### src/rtl/depth_sort_pkg.sv
// rtl/depth_sort_pkg.sv - vertex and triangle record types shared by the depth sorter and its users
//
// vertex_2d_t : projected vertex; only the signed 10-bit depth is consumed by the sorter
// triangle_t  : three vertex indices plus a 12-bit color
package depth_sort_pkg;

  typedef struct packed {
    logic signed [9:0] z;
  } vertex_2d_t;

  typedef struct packed {
    logic [4:0]  v0;
    logic [4:0]  v1;
    logic [4:0]  v2;
    logic [11:0] color;
  } triangle_t;

endpackage

### src/rtl/depth_sort_engine.sv
// rtl/depth_sort_engine.sv - per-frame back-to-front triangle sorter feeding the rasterizer
//
// Snapshots the vertex depths and triangle list on start, builds a depth key per
// triangle (one per cycle), orders the list with an odd-even transposition network
// (one phase per cycle) and publishes the result atomically in COMMIT.
//
// Ports:
//   clk, rst          clock, synchronous active-high reset
//   start             one-cycle frame pulse, ignored while busy
//   vertices_2d       projected vertices (depth only)
//   triangles_in      unsorted triangle list
//   num_triangles     valid triangle count (clamped to N_TRI)
//   triangles_sorted  published list, farthest first
//   sorted_indices    original slot of each published entry
//   num_sorted        valid entries in the published list
//   busy              high from the cycle after start through COMMIT
//   done              one-cycle pulse, first cycle the new list is visible
//
// Build option DEPTH_SORT_BYPASS_EN: the sort stage is left out and the list is
// published in clamped input order straight after LOAD.
module depth_sort_engine
  import depth_sort_pkg::*;
#(
  parameter int N_TRI  = 24,
  parameter int N_VERT = 18
) (
  input  logic       clk,
  input  logic       rst,
  input  logic       start,
  input  vertex_2d_t vertices_2d      [0:N_VERT-1],
  input  triangle_t  triangles_in     [0:N_TRI-1],
  input  logic [4:0] num_triangles,
  output triangle_t  triangles_sorted [0:N_TRI-1],
  output logic [4:0] sorted_indices   [0:N_TRI-1],
  output logic [4:0] num_sorted,
  output logic       busy,
  output logic       done
);

  localparam logic [4:0] LAST    = 5'(N_TRI - 1);
  localparam logic [4:0] TRI_MAX = 5'(N_TRI);

`ifdef DEPTH_SORT_BYPASS_EN
  typedef enum logic [1:0] {IDLE, LOAD, COMMIT} state_t;
`else
  typedef enum logic [1:0] {IDLE, LOAD, SORT, COMMIT} state_t;
`endif

  state_t state_q, state_d;

  triangle_t  tri_snap [0:N_TRI-1];
  logic [4:0] count_snap;
  logic [4:0] cnt;
  triangle_t  w_tri    [0:N_TRI-1];
  logic [4:0] w_idx    [0:N_TRI-1];

`ifndef DEPTH_SORT_BYPASS_EN
  logic signed [9:0]  z_snap [0:N_VERT-1];
  logic signed [11:0] w_key  [0:N_TRI-1];
  logic signed [11:0] load_key;

  // Out-of-range vertex indices contribute zero depth.
  function automatic logic signed [11:0] vert_z(input logic [4:0] vi);
    if (int'(vi) < N_VERT) return {{2{z_snap[vi][9]}}, z_snap[vi]};
    else                   return 12'sd0;
  endfunction

  // Padding slots get the most-negative key so they sink to the tail.
  always_comb begin
    triangle_t cur;
    cur      = tri_snap[cnt];
    load_key = 12'sh800;
    if (cnt < count_snap)
      load_key = vert_z(cur.v0) + vert_z(cur.v1) + vert_z(cur.v2);
  end
`endif

  always_ff @(posedge clk) begin
    if (rst) state_q <= IDLE;
    else     state_q <= state_d;
  end

  always_comb begin
    state_d = state_q;
    busy    = 1'b0;
    case (state_q)
      IDLE: if (start) state_d = LOAD;
      LOAD: begin
        busy = 1'b1;
`ifdef DEPTH_SORT_BYPASS_EN
        if (cnt == LAST) state_d = COMMIT;
`else
        if (cnt == LAST) state_d = SORT;
`endif
      end
`ifndef DEPTH_SORT_BYPASS_EN
      SORT: begin
        busy = 1'b1;
        if (cnt == LAST) state_d = COMMIT;
      end
`endif
      COMMIT: begin
        busy    = 1'b1;
        state_d = IDLE;
      end
      default: state_d = IDLE;
    endcase
  end

  always_ff @(posedge clk) begin
    if (rst) begin
      cnt        <= '0;
      count_snap <= '0;
      num_sorted <= '0;
      done       <= 1'b0;
      for (int i = 0; i < N_TRI; i++) begin
        triangles_sorted[i] <= '0;
        sorted_indices[i]   <= 5'(i);
      end
    end else begin
      done <= 1'b0;
      case (state_q)
        IDLE: if (start) begin
          tri_snap   <= triangles_in;
          count_snap <= (num_triangles > TRI_MAX) ? TRI_MAX : num_triangles;
          cnt        <= '0;
`ifndef DEPTH_SORT_BYPASS_EN
          for (int i = 0; i < N_VERT; i++) z_snap[i] <= vertices_2d[i].z;
`endif
        end
        LOAD: begin
          w_tri[cnt] <= tri_snap[cnt];
          w_idx[cnt] <= cnt;
`ifndef DEPTH_SORT_BYPASS_EN
          w_key[cnt] <= load_key;
`endif
          cnt <= (cnt == LAST) ? '0 : cnt + 5'd1;
        end
`ifndef DEPTH_SORT_BYPASS_EN
        // Even phases pair (0,1),(2,3)..; odd phases pair (1,2),(3,4)..
        // Strict compare keeps equal keys in original order.
        SORT: begin
          for (int i = 0; i < N_TRI - 1; i++) begin
            if ((i[0] == cnt[0]) && (w_key[i] < w_key[i+1])) begin
              w_key[i]   <= w_key[i+1];
              w_key[i+1] <= w_key[i];
              w_tri[i]   <= w_tri[i+1];
              w_tri[i+1] <= w_tri[i];
              w_idx[i]   <= w_idx[i+1];
              w_idx[i+1] <= w_idx[i];
            end
          end
          cnt <= (cnt == LAST) ? '0 : cnt + 5'd1;
        end
`endif
        COMMIT: begin
          for (int i = 0; i < N_TRI; i++) begin
            triangles_sorted[i] <= w_tri[i];
            sorted_indices[i]   <= w_idx[i];
          end
          num_sorted <= count_snap;
          done       <= 1'b1;
        end
        default: ;
      endcase
    end
  end

endmodule

### config.mk
export PLATFORM = sky130hd
export DESIGN_NAME = depth_sort_engine
export DESIGN_NICKNAME = d
export VERILOG_FILES = /design/src/rtl/depth_sort_pkg.sv /design/src/rtl/depth_sort_engine.sv
export SDC_FILE = /design/constraint.sdc
export NUM_CORES = 2
export LEC_CHECK = 0
export BUFFER_PORTS_ARGS = -buffer_cell sky130_fd_sc_hd__buf_4
export CORE_AREA = 2 2 636 638
export DETAILED_ROUTE_END_ITERATION = 7
export DIE_AREA = 0 0 638 640
export SLEW_MARGIN = 20
export SYNTH_ARGS = -nofsm -noshare
export SYNTH_HDL_FRONTEND = slang
export SYNTH_SLANG_ARGS = --single-unit
### constraint.sdc
create_clock -name clk -period 106.7 [get_ports clk]
set_input_delay 21.34 -clock clk [delete_from_list [all_inputs] [get_ports clk]]
set_output_delay 21.34 -clock clk [all_outputs]
set_load 0.01 [all_outputs]
# After elaboration in Yosys (flattened, before gate mapping)
# Memories as Yosys holds them, arrays and structs flattened.
# Index checks and enable logic that the tools add are counted.
[word_totals]
register_bits = 1434
ramBits = 1236
inputBits = 836
out_inout_bits = 775
wordCells = 561
mem_count = 4
[memory_table]
columns = ["memory", "depth", "word_bits", "rd", "rd_clocked_by_memory_dff", "write_ports", "line", "source"]
rows = [
  ["w_tri", 24, 27, 24, 0, 24, "depth_sort_engine.sv:54", "triangle_t w_tri [0:N_TRI-1];"],
  ["w_key", 24, 12, 24, 0, 24, "depth_sort_engine.sv:59", "logic signed [11:0] w_key [0:N_TRI-1];"],
  ["z_snap", 18, 10, 3, 0, 18, "depth_sort_engine.sv:58", "logic signed [9:0] z_snap [0:N_VERT-1];"],
  ["w_idx", 24, 5, 24, 0, 24, "depth_sort_engine.sv:55", "logic [4:0] w_idx [0:N_TRI-1];"],
]
[classes]
add_sub_neg = 3
magnitude_cmp = 29
n_eq_ne = 7
muxes = 194
bitwise = 69
reduce_logical = 34
[op_table]
columns = ["cell", "n"]
rows = [
  ["two-way mux 27 bit", 25],
  ["two-way mux 12 bit", 30],
  ["less-than comparator 12 bit", 23],
  ["two-way mux 5 bit", 29],
  ["binary-select mux 27 bit (select 5 bit)", 1],
  ["two-way mux 1 bit", 104],
  ["OR 1 bit", 66],
  ["OR reduction 27 bit", 1],
  ["adder 12 bit", 2],
  ["logical AND 1 bit", 23],
  ["less-than comparator 5 bit (second input constant)", 3],
  ["OR reduction 12 bit", 1],
  ["one-hot mux 5 bit (2 select lines)", 1],
  ["one-hot mux 2 bit (4 select lines)", 1],
  [">= comparator 6 bit (second input constant)", 1],
  ["two-way mux 2 bit", 3],
  ["inequality test 2 bit (second input constant)", 3],
  ["inverter 5 -> 6 bit", 1],
  ["AND reduction 3 bit", 2],
  ["adder 5 x 1 -> 5 bit (second input constant)", 1],
  ["== test 5 bit (second input constant)", 1],
  ["> comparator 5 bit (second input constant)", 1],
  ["less-than comparator 5 bit", 1],
  ["OR reduction 5 bit", 1],
  ["other kinds (8)", 11],
]

# Logic depth before layout (Yosys ltp)
[logic_depth]
word_depth = 11
mapped_depth = 29

# Worst setup path before layout
# Ideal clock, no wire load.
[synth_timing]
kind = "input -> register"
start = "input port rst"
end = "register tri_snap[0] (netlist bit), enable pin"
t_arrival_ns = 48.771
required_ns = 105.020
slack_ns = 56.249
path_stages = 4
path_buffers = 3
path_cell_list = "clkbuf_1 -> clkbuf_1 -> buf_1 -> nor2_1"
[synth_between]
elab_chain_len = 2
[synth_lines]
columns = ["element", "line", "source"]
rows = [
  ["start, declared", "depth_sort_engine.sv:28", "input logic rst,"],
  ["inverter 1 bit (no source line)", "--", ""],
  ["AND reduction 3 bit (no source line)", "--", ""],
  ["end signal, assigned", "depth_sort_engine.sv:124", "tri_snap <= triangles_in;"],
  ["end, declared", "depth_sort_engine.sv:51", "triangle_t tri_snap [0:N_TRI-1];"],
]
# No other way between the ends.
# A chain may end at the register's enable or synchronous reset.

# Worst setup path after layout
[layout_timing]
start = "input port start"
end = "register tri_snap[631] (netlist bit), enable pin"
[layout_between]
elab_chain_len = 1
[layout_lines]
columns = ["element", "line", "source"]
rows = [
  ["start, declared", "depth_sort_engine.sv:29", "input logic start,"],
  ["AND reduction 3 bit (no source line)", "--", ""],
]
# No other way between the ends.

==> run_results.csv <==
group,metric,value,unit
synth,ys_seq_area_share,61.3,%
cells_and_area,drive_gt1_share,23.1,%
sta,maxSlewViolCount,0,
clocking,cts_tree,"built",
setup_path,r2r-start,"cnt[1]$_SDFFE_PP0P_",
sta,setup_ws,81.13,ns
setup_path,critPathSlowestCell,"buf_4",
synth,synth_nets,10800,
power,vdd.ir_drop.worst,0.0000446,V
place,dp_hpwl,411000,um
clocking,ctsResizeCount,0,
setup_path,crit_required,107.20,ns
place,postPlaceCellArea,136000,sq um
route,routedWlPerCell,33.0,um
clocking,post_cts_buffers,0,
global_routing,antenna_found_initial,84,
cells_and_area,nets,12100,
sta,grt_setup_unrepaired,"no",
clocking,postCtsHoldBufs,0,
power,clkPwrFrac,27.3,%
die,ios,1611,
clocking,cts.clk_slew.worst_paths,0.05,ns
route,drcViolationCount,0,
min_path,hp-class,"flip-flop to flip-flop",
sta,max_freq,39.1,MHz
clocking,cts_buffers,305,
synth,synth_edf_count,1884,
synth,synthCells,9637,
place,dp_slack,80.36,ns
cells_and_area,syn_to_final_growth,23.9,%
setup_path,cp_num_buf_inv,7,
power,power.internal,2.40,mW
sta,setup-violations-final,0,
sta,tns,0,ns
global_routing,track_usage,25.6,%
clocking,cts-root-buf,"clkbuf_16",
power,netSwitchingFraction,38.2,%
power,power,3.88,mW
cells_and_area,num-fill-cells,38900,
die,rows,233,
die,chipHeight,640,um
power,power_density,26.6,nW/um^2
synth,synth_ff_type,"edfxtp_1",
global_routing,grt-ovfl-total,0,
setup_path,crit_path_end_kind,"flip-flop",
die,dieArea,408000,sq um
sta,fin_crit,25.57,ns
cells_and_area,fin_area,146000,sq um
die,coreArea,401000,sq um
route,vias,91500,
place,port_buffers,1610,
status,status,"finished clean",
min_path,min_from,"sorted_indices[29]$_SDFFE_PP1P_",
setup_path,cpMostUsedCell,"buf_4",
power,combPwrFrac,35.6,%
power,power_switching,1.48,mW
clocking,clock_sinks,2670,
route,wirelength,548000,um
route,dr.first_iter.drc_count,12500,
setup_path,path_delay_family,"buffers and inverters",
sta,final-hold-violation-count,0,
synth,synth_seq_cells,2670,
global_routing,grt_pass1_vias,84400,
synth,synth_area_per_cell,12.2,sq um
die,start_util,29.4,%
sta,skew,0.0863,ns
synth,synth_cell_types,91,
cells_and_area,ff_latch_area,72300,sq um
setup_path,start_kind,"input pin",
route,vias_per_cell,5.51,
global_routing,grt_max_degree,178,
sta,hold-worst-slack,0.474,ns
setup_path,crit_start,"start",
setup_path,critical_path_arrival,26.07,ns
cells_and_area,multi_input_area,42000,sq um
route,drtAntennaViolNets,0,
setup_path,path_class,"input pin to flip-flop",
sta,slew_headroom,25.0,%
power,leakagePower,53.8,nW
place,place_congestion,0.919,
clocking,cts.htree.levels,5,
setup_path,critical_path.max_fanout,177,
clocking,clk_path_buf_depth,4,
power,pwr-share-seq,37.1,%
synth,syn_area,118000,sq um
die,die_w,638,um
clocking,clkLatencyLatePin,0.96,ns
sta,period_share,24.0,%
setup_path,slowest_delay,0.88,ns
global_routing,grt_pass1_wl,725000,um
setup_path,cp_cell_sequence,"buf_4, nand2_1, buf_4, nor2_4, buf_12, buf_12, buf_4, buf_4, buf_4",
route,firstDrtPassIters,6,
synth,synthArstFlopShare,0,%
synth,yosys_warnings,0,
sta,tightest_slew,1.13,ns
job,maxCapViolCount,0,
## worst paths after layout
check	endpoint	cells after the start	slack [ns]
worst max-delay path	tri_snap[631]$_DFFE_PP_	9	81.13
worst min-delay path	sorted_indices[29]$_SDFFE_PP1P_	2	0.47
worst max register to register	w_key[1][9]$_DFFE_PP_	21	96.58
worst min register to register	sorted_indices[29]$_SDFFE_PP1P_	2	0.47
## final cells by class
type	instances	share of cell area (%)
antenna	56	0.0959
clock buffer	442	6.01
tap	5287	4.53
inverter	374	0.961
multi-input combinational	5849	28.7
timing repair buffer	1804	9.35
clock inverter	118	0.843
sequential	2670	49.5
## sequential cells by signal, indices dropped and copies added (netlist names)
register,flops
num_sorted,5
done,1
tri_snap,648
count_snap,5
z_snap,180
triangles_sorted,648
sorted_indices,120
w_tri,648
cnt,5
w_key,288
state_q,2
w_idx,120
## worst min-delay path: stages, from the launching register on
cell	delay (ns)
dfxtp_1	0.33
mux2i_1	0.06
nand2_1	0.06
## cell usage after synthesis (15+ instances only)
master    instances  area, sq um
o21ai_1          51          255
buf_6            16          180
nor3_1           84          420
a21o_1           81          608
edfxtp_1       1884        56600
nand2b_1         26          163
and2_1           32          200
o31ai_1          34          255
a22oi_1          44          330
a221oi_1         56          490
mux2i_1        1241        12400
o211ai_1         16          120
and3_1           19          119
nand2_1         433         1630
o22ai_1         706         4420
o21ai_0         351         1760
o21a_1           18          135
inv_1           356         1340
buf_2           112          561
a21oi_1         876         4380
nor2_1          935         3510
nand3_1          67          335
ha_1            275         3440
a211oi_1         29          218
buf_1            93          349
mux2_2           61          687
inv_2            15         56.3
nor2b_1          17          106
buf_4            17          128
nor3b_1          21          158
dfxtp_1         786        15700
a32oi_1          15          131
mux4_2          105         2360
clkbuf_1        506         1900
nand4_1          31          194
## cells in the final DEF (no fill, tap or decap), types with 27 or more instances in the layout
cell	Yosys	layout
buf_4	17	1794
edfxtp_1	1884	1884
mux4_2	105	105
nor2_1	935	927
nand2_1	433	427
clkbuf_16	0	311
o21ai_0	351	327
clkinv_1	3	29
ha_1	275	274
mux2i_1	1241	1241
nor3_1	84	79
o31ai_1	34	34
a221oi_1	56	55
inv_1	356	354
o22ai_1	706	706
a21o_1	81	81
clkbuf_8	0	50
clkinv_2	0	37
a22oi_1	44	44
a211oi_1	29	27
o21ai_1	51	49
nand4_1	31	31
mux2_2	61	61
a21oi_1	876	870
clkbuf_1	506	77
diode_2	0	56
nand3_1	67	61
dfxtp_1	786	781
## power by group through the flow
stage	registers, mW	clock network (mW)	logic, mW
floorplan	1.46	0	0.743
global placement	1.46	0	1.34
detailed placement	1.46	0	1.37
CTS	1.44	1.07	1.37
global route	1.44	1.11	1.47
finish	1.44	1.06	1.38
## per-stage QoR
step | util (%) | std cells
after global placement | 33.9 | 16000
after floorplan | - | 9637
final | 36.4 | 16600
after CTS | 36.4 | 16500
after global routing | 36.4 | 16600
after detailed placement | 33.9 | 16000
## layer usage
layer	up-vias	share of wire [%]	global-route usage, %
li1	39000	-	-
met1	45200	37	31.3
met2	5924	46	41.0
met3	1319	10	6.46
met4	46	6.7	14.7
met5	-	0.053	0
## kinds of logic after synthesis
group / Yosys count / synth area share [%]
compound gates: 2409 / 12.3
xor+xnor: 7 / 0.0520
fa+ha+maj: 286 / 3.10
buf+inv: 1118 / 3.83
flops: 2670 / 61.3
mux: 1418 / 13.2
simple gates: 1729 / 6.24
No activity file was read; power rests on OpenSTA's default activity.
